**config.mk**
```make
export PLATFORM = sky130hd
export DESIGN_NAME = alu_vec_sequencer
export DESIGN_NICKNAME = d
export VERILOG_FILES = /design/src/rtl/alu_seq_pkg.sv /design/src/rtl/alu_vec_sequencer.sv
export SDC_FILE = /design/constraint.sdc
export NUM_CORES = 1
export LEC_CHECK = 0
export CELL_PAD_IN_SITES_DETAIL_PLACEMENT = 0
export CELL_PAD_IN_SITES_GLOBAL_PLACEMENT = 1
export CORE_AREA = 2 2 148 150
export CTS_CLUSTER_SIZE = 14
export DETAILED_ROUTE_END_ITERATION = 6
export DIE_AREA = 0 0 150 152
export PLACE_DENSITY_LB_ADDON = 0.3
export SYNTH_ARGS = -nofsm -noshare
export SYNTH_HDL_FRONTEND = slang
export SYNTH_SLANG_ARGS = --single-unit
```
**constraint.sdc**
```tcl
create_clock -name clk -period 17.95 [get_ports clk]
set_input_delay 5.385 -clock clk [delete_from_list [all_inputs] [get_ports clk]]
set_output_delay 5.385 -clock clk [all_outputs]
set_load 0.03 [all_outputs]
```
**src/rtl/alu_seq_pkg.sv**
```systemverilog
// Shared types and constants for the vector ALU command sequencer.
package alu_seq_pkg;

  localparam int OP_W = 3;
  localparam logic [15:0] OP_COUNT_MAX = 16'hFFFF;

  typedef enum logic [2:0] {
    IDLE,
    ISSUE,
    WAIT,
    CAPTURE,
    DONE
  } seq_state_t;

endpackage

```
**src/rtl/alu_vec_sequencer.sv**
```systemverilog
// Single-outstanding sequencer for the N-lane vector ALU; response 2+ALU_LAT cycles after accept.
// rsp_ready low parks the FSM in DONE with frozen outputs and cmd_ready low.
module alu_vec_sequencer
  import alu_seq_pkg::*;
#(
  parameter int WIDTH   = 8,
  parameter int N_ALU   = 4,
  parameter int ALU_LAT = 1,
  parameter int TAG_W   = 4
) (
  input  logic                       clk,
  input  logic                       arst,
  input  logic                       cmd_valid,
  output logic                       cmd_ready,
  input  logic [OP_W-1:0]            cmd_op,
  input  logic [N_ALU-1:0]           cmd_mask,
  input  logic [WIDTH*N_ALU-1:0]     cmd_a,
  input  logic [WIDTH*N_ALU-1:0]     cmd_b,
  input  logic [TAG_W-1:0]           cmd_tag,
  output logic [WIDTH*N_ALU-1:0]     alu_a,
  output logic [WIDTH*N_ALU-1:0]     alu_b,
  output logic [OP_W-1:0]            alu_select,
  output logic [N_ALU-1:0]           alu_enable,
  input  logic [2*WIDTH*N_ALU-1:0]   alu_data_out,
  input  logic [N_ALU-1:0]           alu_carry_out,
  input  logic [N_ALU-1:0]           alu_a_greater,
  input  logic [N_ALU-1:0]           alu_a_equal,
  input  logic [N_ALU-1:0]           alu_a_less,
  input  logic [N_ALU-1:0]           alu_inf,
  output logic                       rsp_valid,
  input  logic                       rsp_ready,
  output logic [2*WIDTH*N_ALU-1:0]   rsp_data,
  output logic [N_ALU-1:0]           rsp_carry,
  output logic [N_ALU-1:0]           rsp_gt,
  output logic [N_ALU-1:0]           rsp_eq,
  output logic [N_ALU-1:0]           rsp_lt,
  output logic [N_ALU-1:0]           rsp_inf,
  output logic [TAG_W-1:0]           rsp_tag,
  output logic                       busy,
  output logic [15:0]                op_count
);

  localparam int LW    = 2 * WIDTH;
  localparam int CNT_W = (ALU_LAT > 1) ? $clog2(ALU_LAT) : 1;
  localparam logic [CNT_W-1:0] CNT_LAST = CNT_W'((ALU_LAT > 1) ? ALU_LAT - 2 : 0);

  seq_state_t            state;
  seq_state_t            state_d;
  logic [CNT_W-1:0]      wait_cnt;
  logic [N_ALU-1:0]      mask_q;
  logic [TAG_W-1:0]      tag_q;
  logic                  accept;
  logic [LW*N_ALU-1:0]   masked_data;

  assign cmd_ready  = (state == IDLE) || ((state == DONE) && rsp_ready);
  assign accept     = cmd_valid && cmd_ready;
  assign rsp_valid  = (state == DONE);
  assign busy       = (state != IDLE);
  // Decoded from state so an async reset removes the pulse without a clock edge.
  assign alu_enable = (state == ISSUE) ? mask_q : '0;

  always_comb begin
    state_d = state;
    case (state)
      IDLE: begin
        if (accept) state_d = (cmd_mask != '0) ? ISSUE : DONE;
      end
      ISSUE: begin
        state_d = (ALU_LAT > 1) ? WAIT : CAPTURE;
      end
      WAIT: begin
        if (wait_cnt == CNT_LAST) state_d = CAPTURE;
      end
      CAPTURE: begin
        state_d = DONE;
      end
      DONE: begin
        if (accept) state_d = (cmd_mask != '0) ? ISSUE : DONE;
        else if (rsp_ready) state_d = IDLE;
      end
      default: begin
        state_d = IDLE;
      end
    endcase
  end

  always_comb begin
    masked_data = '0;
    for (int i = 0; i < N_ALU; i++) begin
      if (mask_q[i]) masked_data[i*LW +: LW] = alu_data_out[i*LW +: LW];
    end
  end

  always_ff @(posedge clk or posedge arst) begin
    if (arst) begin
      state      <= IDLE;
      wait_cnt   <= '0;
      mask_q     <= '0;
      tag_q      <= '0;
      alu_a      <= '0;
      alu_b      <= '0;
      alu_select <= '0;
      rsp_data   <= '0;
      rsp_carry  <= '0;
      rsp_gt     <= '0;
      rsp_eq     <= '0;
      rsp_lt     <= '0;
      rsp_inf    <= '0;
      rsp_tag    <= '0;
      op_count   <= '0;
    end else begin
      state <= state_d;

      if (accept) begin
        mask_q     <= cmd_mask;
        tag_q      <= cmd_tag;
        alu_a      <= cmd_a;
        alu_b      <= cmd_b;
        alu_select <= cmd_op;
        // An empty mask never touches the ALU; the response is built here directly.
        if (cmd_mask == '0) begin
          rsp_data  <= '0;
          rsp_carry <= '0;
          rsp_gt    <= '0;
          rsp_eq    <= '0;
          rsp_lt    <= '0;
          rsp_inf   <= '0;
          rsp_tag   <= cmd_tag;
        end
      end

      if (state == ISSUE) wait_cnt <= '0;
      else if (state == WAIT) wait_cnt <= wait_cnt + 1'b1;

      if (state == CAPTURE) begin
        rsp_data  <= masked_data;
        rsp_carry <= alu_carry_out & mask_q;
        rsp_gt    <= alu_a_greater & mask_q;
        rsp_eq    <= alu_a_equal & mask_q;
        rsp_lt    <= alu_a_less & mask_q;
        rsp_inf   <= alu_inf & mask_q;
        rsp_tag   <= tag_q;
      end

      if (rsp_valid && rsp_ready && (op_count != OP_COUNT_MAX)) op_count <= op_count + 16'd1;
    end
  end

endmodule

```
After elaboration in Yosys (flattened, before gate mapping)
Index checks and enable logic that the tools add are counted. W data, S select, Z words.

Bitwise operators: 5. Equal/unequal tests: 8. Add/sub/neg operators: 2. Multiplexer cells: 26. Reductions and logical operators: 13.

Operators with widths (count): $mux W64 (3); $mux W16 (4); $mux W4 (11); $and A4 B4 Y4 (5); $add A16 B1 Y16 const B (1); $ne A16 B16 Y1 const B (1); $mux W3 (5); $pmux W3 S5 (1); $eq A3 B2 Y1 const B (2); $reduce_bool A2 Y1 (3); $logic_not A4 Y1 (1); $ne A2 B2 Y1 const B (2); $reduce_bool A4 Y1 (1); $eq A3 B1 Y1 const B (1); $eq A3 B3 Y1 const B (1); $logic_and A1 B1 Y1 (3); $logic_not A3 Y1 (1); $ne A3 B1 Y1 const B (1); $reduce_and A3 Y1 (1); $reduce_bool A3 Y1 (1); $mux W1 (2); $reduce_and A2 Y1 (1); $add A1 B1 Y1 const B (1); $logic_or A1 B1 Y1 (1).

Output and inout bits: 178. Register bits after elaboration: 183. Bits of input ports: 163.

Longest topological paths before layout
Word-level depth: 6. Depth in mapped cells: 8. Mapped depth without buffers: 5.

Worst setup path before layout
OpenSTA, ideal clock, no wires.

Path kind: input -> output. Start: input port rsp_ready. End: output port cmd_ready. Path slack: 6.758 ns. Stages on the path: 2. Required time: 12.565 ns. Arrival time: 5.807 ns. Path through: nand2b_1 > and2_1.

Word-level cells in the longest chain between the ends: 2.

RTL lines: start: declaration (line alu_vec_sequencer.sv:31) `input logic rsp_ready,`; $logic_and A1 B1 Y1 (line alu_vec_sequencer.sv:55) `assign cmd_ready = (state == IDLE) || ((state == DONE) && rsp_ready);`; $logic_or A1 B1 Y1 (line alu_vec_sequencer.sv:55); end: declaration (line alu_vec_sequencer.sv:14) `output logic cmd_ready,`.

Every way passes these cells.

Final worst setup path
Same ends and word-level chain as after synthesis.

==> summary.txt <==
Drt
  • # DRC: 0
  • Drt pass-1 iters: 4
  • DR vias/cell: 4.80
  • 1st-iter DRT viols: 165
  • Count of antenna-violating nets left after detailed routing: 0
  • Routed wire length per instance: 18.2 µm
  • Routed WL: 19.9 mm
  • Via Count: 5,266

Floorplan
  • Die height: 152 µm
  • # rows: 54
  • Core area: 21,400 µm²
  • I/O Pins: 341
  • Die X: 150 µm
  • Initial Util: 0.331
  • Die Area: 22,800 µm²

Synth
  • Avg Inst Size Synth: 14.9 µm²
  • Yosys reg bits: 183
  • Post-synth ARST share: 1.00
  • Syn_nets: 637
  • Netlist cell types: 40
  • Synth Flop Type: dfrtp_1
  • Seq/Total Area, Yosys: 0.648
  • Synth Warn #: 0
  • Synth Cell Area: 7060 µm²
  • EDFF count, synth: 0
  • Post-Syn Instances: 473

Placement
  • IO Port Bufs: 340
  • GPL Wtd Cong: 0.772
  • Placed cells: 1,065
  • Hpwl dp: 14.6 mm

Critical path
  • Worst path top cell family by delay: buffers and inverters
  • Crit-path most repeated cell: clkdlybuf4s50_1
  • Req. time, crit path: 12,560 ps
  • CP Cell Sequence: clkdlybuf4s50_1 > nand2b_1 > and2_1 > clkdlybuf4s50_1
  • Crit-path max cell delay: 730 ps
  • CP Launch Type: input pin
  • Setup CP Type: input pin to output port
  • Crit path arrival time: 7070 ps
  • CP max FO: 5
  • CP endpoint kind: output port
  • Slowest cell on crit path: clkdlybuf4s50_1
  • WP buf/inv: 2

Cells and area
  • Synthesis-to-finish area growth: 59.6%
  • Most common cell after layout, fill and taps aside: clkdlybuf4s50_1
  • FILL cells: 1,839
  • Nets: 968
  • Most frequent cells in the layout: 340 x clkdlybuf4s50_1, 183 x dfrtp_1, 84 x a22o_1, 76 x mux2_2, 17 x clkbuf_16
  • Layout Cells excl Fill: 1,098
  • Fraction of layout cells with a size suffix above 1: 0.146

STA
  • Count of final hold-check violations: 0
  • Final min period: 12,450 ps
  • Worst Tran Pin Value: 1020 ps
  • Setup repair after global routing missed its margin: false
  • Crit share post-route: 0.694
  • Clk_skew: 13.3 ps
  • Fin. max-slew vios: 0
  • FMAX: 80.3 MHz
  • Fin Setup TNS: 0 ps
  • Slew margin rel.: 0.317
  • Final setup fails: 0

GRT
  • Global-route wire length before repair: 31.4 mm
  • GRT Total Usage: 0.177
  • Vias in the first global route: 5,571
  • Largest net degree at the start of global routing: 103
  • Initial antenna violation count: 1
  • Overflow after GRT: 0

Hold path
  • Hold WC Path Type: flop to flop

Clocking
  • Clock Latency Late Sink: 420 ps
  • H-tree Lvls: 4
  • CTS max path bufs: 2
  • Post-CTS sizing: 0
  • # clock sinks: 183
  • Root Buffer: clkbuf_16
  • CTS tree: yes
  • Reg clk slew, reported paths: 70 ps
  • Post-CTS Setup Inserts: 0
  • Hold_buf cts: 0
  • Num CTS Buffers: 17

Power and ir drop
  • PwrDens: 195 nW/µm²
  • Leak: 0.00482 µW
  • Peak supply drop: 0.0000894 V

Status
  • Outcome: finished clean

Run
  • Max cap viols: 0
## state kept, by name, indices dropped and copies added (netlist names), 4 cells and up
| name | count |
|---|---|
| op_count | 16 |
| tag_q | 4 |
| alu_b | 32 |
| rsp_carry | 4 |
| mask_q | 4 |
| rsp_lt | 4 |
| rsp_inf | 4 |
| rsp_gt | 4 |
| alu_a | 32 |
| rsp_data | 64 |
| rsp_tag | 4 |
| rsp_eq | 4 |
## cell type report
type	count	area, µm²	area share
multi-input cells	254	2270	0.202
repair buffers	343	3430	0.304
flip-flops and latches	183	4580	0.406
well taps	280	350	0.0311
inverters	5	26.3	0.00233
clock buffers	18	439	0.0389
clock inverters	14	179	0.0159
diodes	1	2.50	0.000222
## power breakdown
group / switching [µW] / total [µW] / internal, µW
clock: 173 / 389 / 216
combinational: 601 / 1110 / 508
sequential: 102 / 698 / 596
total: 877 / 2200 / 1320
## Yosys cell counts (all sizes together) (2+ instances only)
cell	count	area, µm²
a21oi	4	20.0
a22o	84	736
and2	10	62.6
and3	2	12.5
buf	23	180
clkbuf	8	30.0
dfrtp	183	4580
inv	5	18.8
mux2	77	867
mux2i	4	40.0
nand2	11	41.3
nand3	5	25.0
nand4	7	50.1
nor2	4	22.5
nor3	4	20.0
nor4	5	61.3
o21ai	8	40.0
xnor2	7	61.3
xor2	7	61.3
## worst min-delay path, cell delays in order, from the launching register on
cell and delay (ps):
dfrtp_1 350, nand2_1 50, o21ai_0 60
## metrics by stage
step / power (µW) / instance area, µm² / worst slack (ps) / utilization / hold WS [ps]
5_1_grt: 2310 / 11300 / 5450 / 0.528 / 516
3_5_place_dp: 1830 / 10700 / 5500 / 0.499 / 473
4_1_cts: 2220 / 11300 / 5490 / 0.528 / 490
6_report: 2200 / 11300 / 5500 / 0.528 / 485
3_3_place_gp: 1800 / 10700 / 5510 / 0.499 / 466
2_1_floorplan: 1360 / 7060 / 6760 / - / 479
## kinds of logic (layout without fill, tap and decap cells)
group	Yosys count	in the layout	synth area share
other cells	0	1	0
fa+ha+maj	1	1	0.00177
xor+xnor	14	14	0.0174
simple gates	56	56	0.0508
compound gates	102	102	0.121
buf+inv	36	380	0.0324
mux	81	81	0.128
flops	183	183	0.648
## worst paths after layout
kind	end	slack (ps)	cells after the start	startpoint
setup / recovery	cmd_ready	5500	4	rsp_ready
hold / removal	rsp_tag[2]$_DFFE_PP0P_	490	2	rsp_tag[2]$_DFFE_PP0P_
setup reg to reg	rsp_data[35]$_DFFE_PP0P_	15660	3	state[2]$_DFFE_PP0P_
hold reg to reg	rsp_tag[2]$_DFFE_PP0P_	490	2	rsp_tag[2]$_DFFE_PP0P_
max in group asynchronous	alu_b[10]$_DFFE_PP0N_	10890	3	arst
min in group asynchronous	alu_a[29]$_DFFE_PP0N_	5450	2	arst
## routing by layer
| layer | vias up | GRT usage | share of wire |
|---|---|---|---|
| met5 | - | 0 | 0 |
| met4 | 0 | 0.0530 | 0.018 |
| met3 | 23 | 0.0511 | 0.066 |
| met2 | 194 | 0.309 | 0.52 |
| met1 | 2636 | 0.210 | 0.40 |
| li1 | 2413 | - | - |
Note: power is estimated with default switching activity, not from simulation.
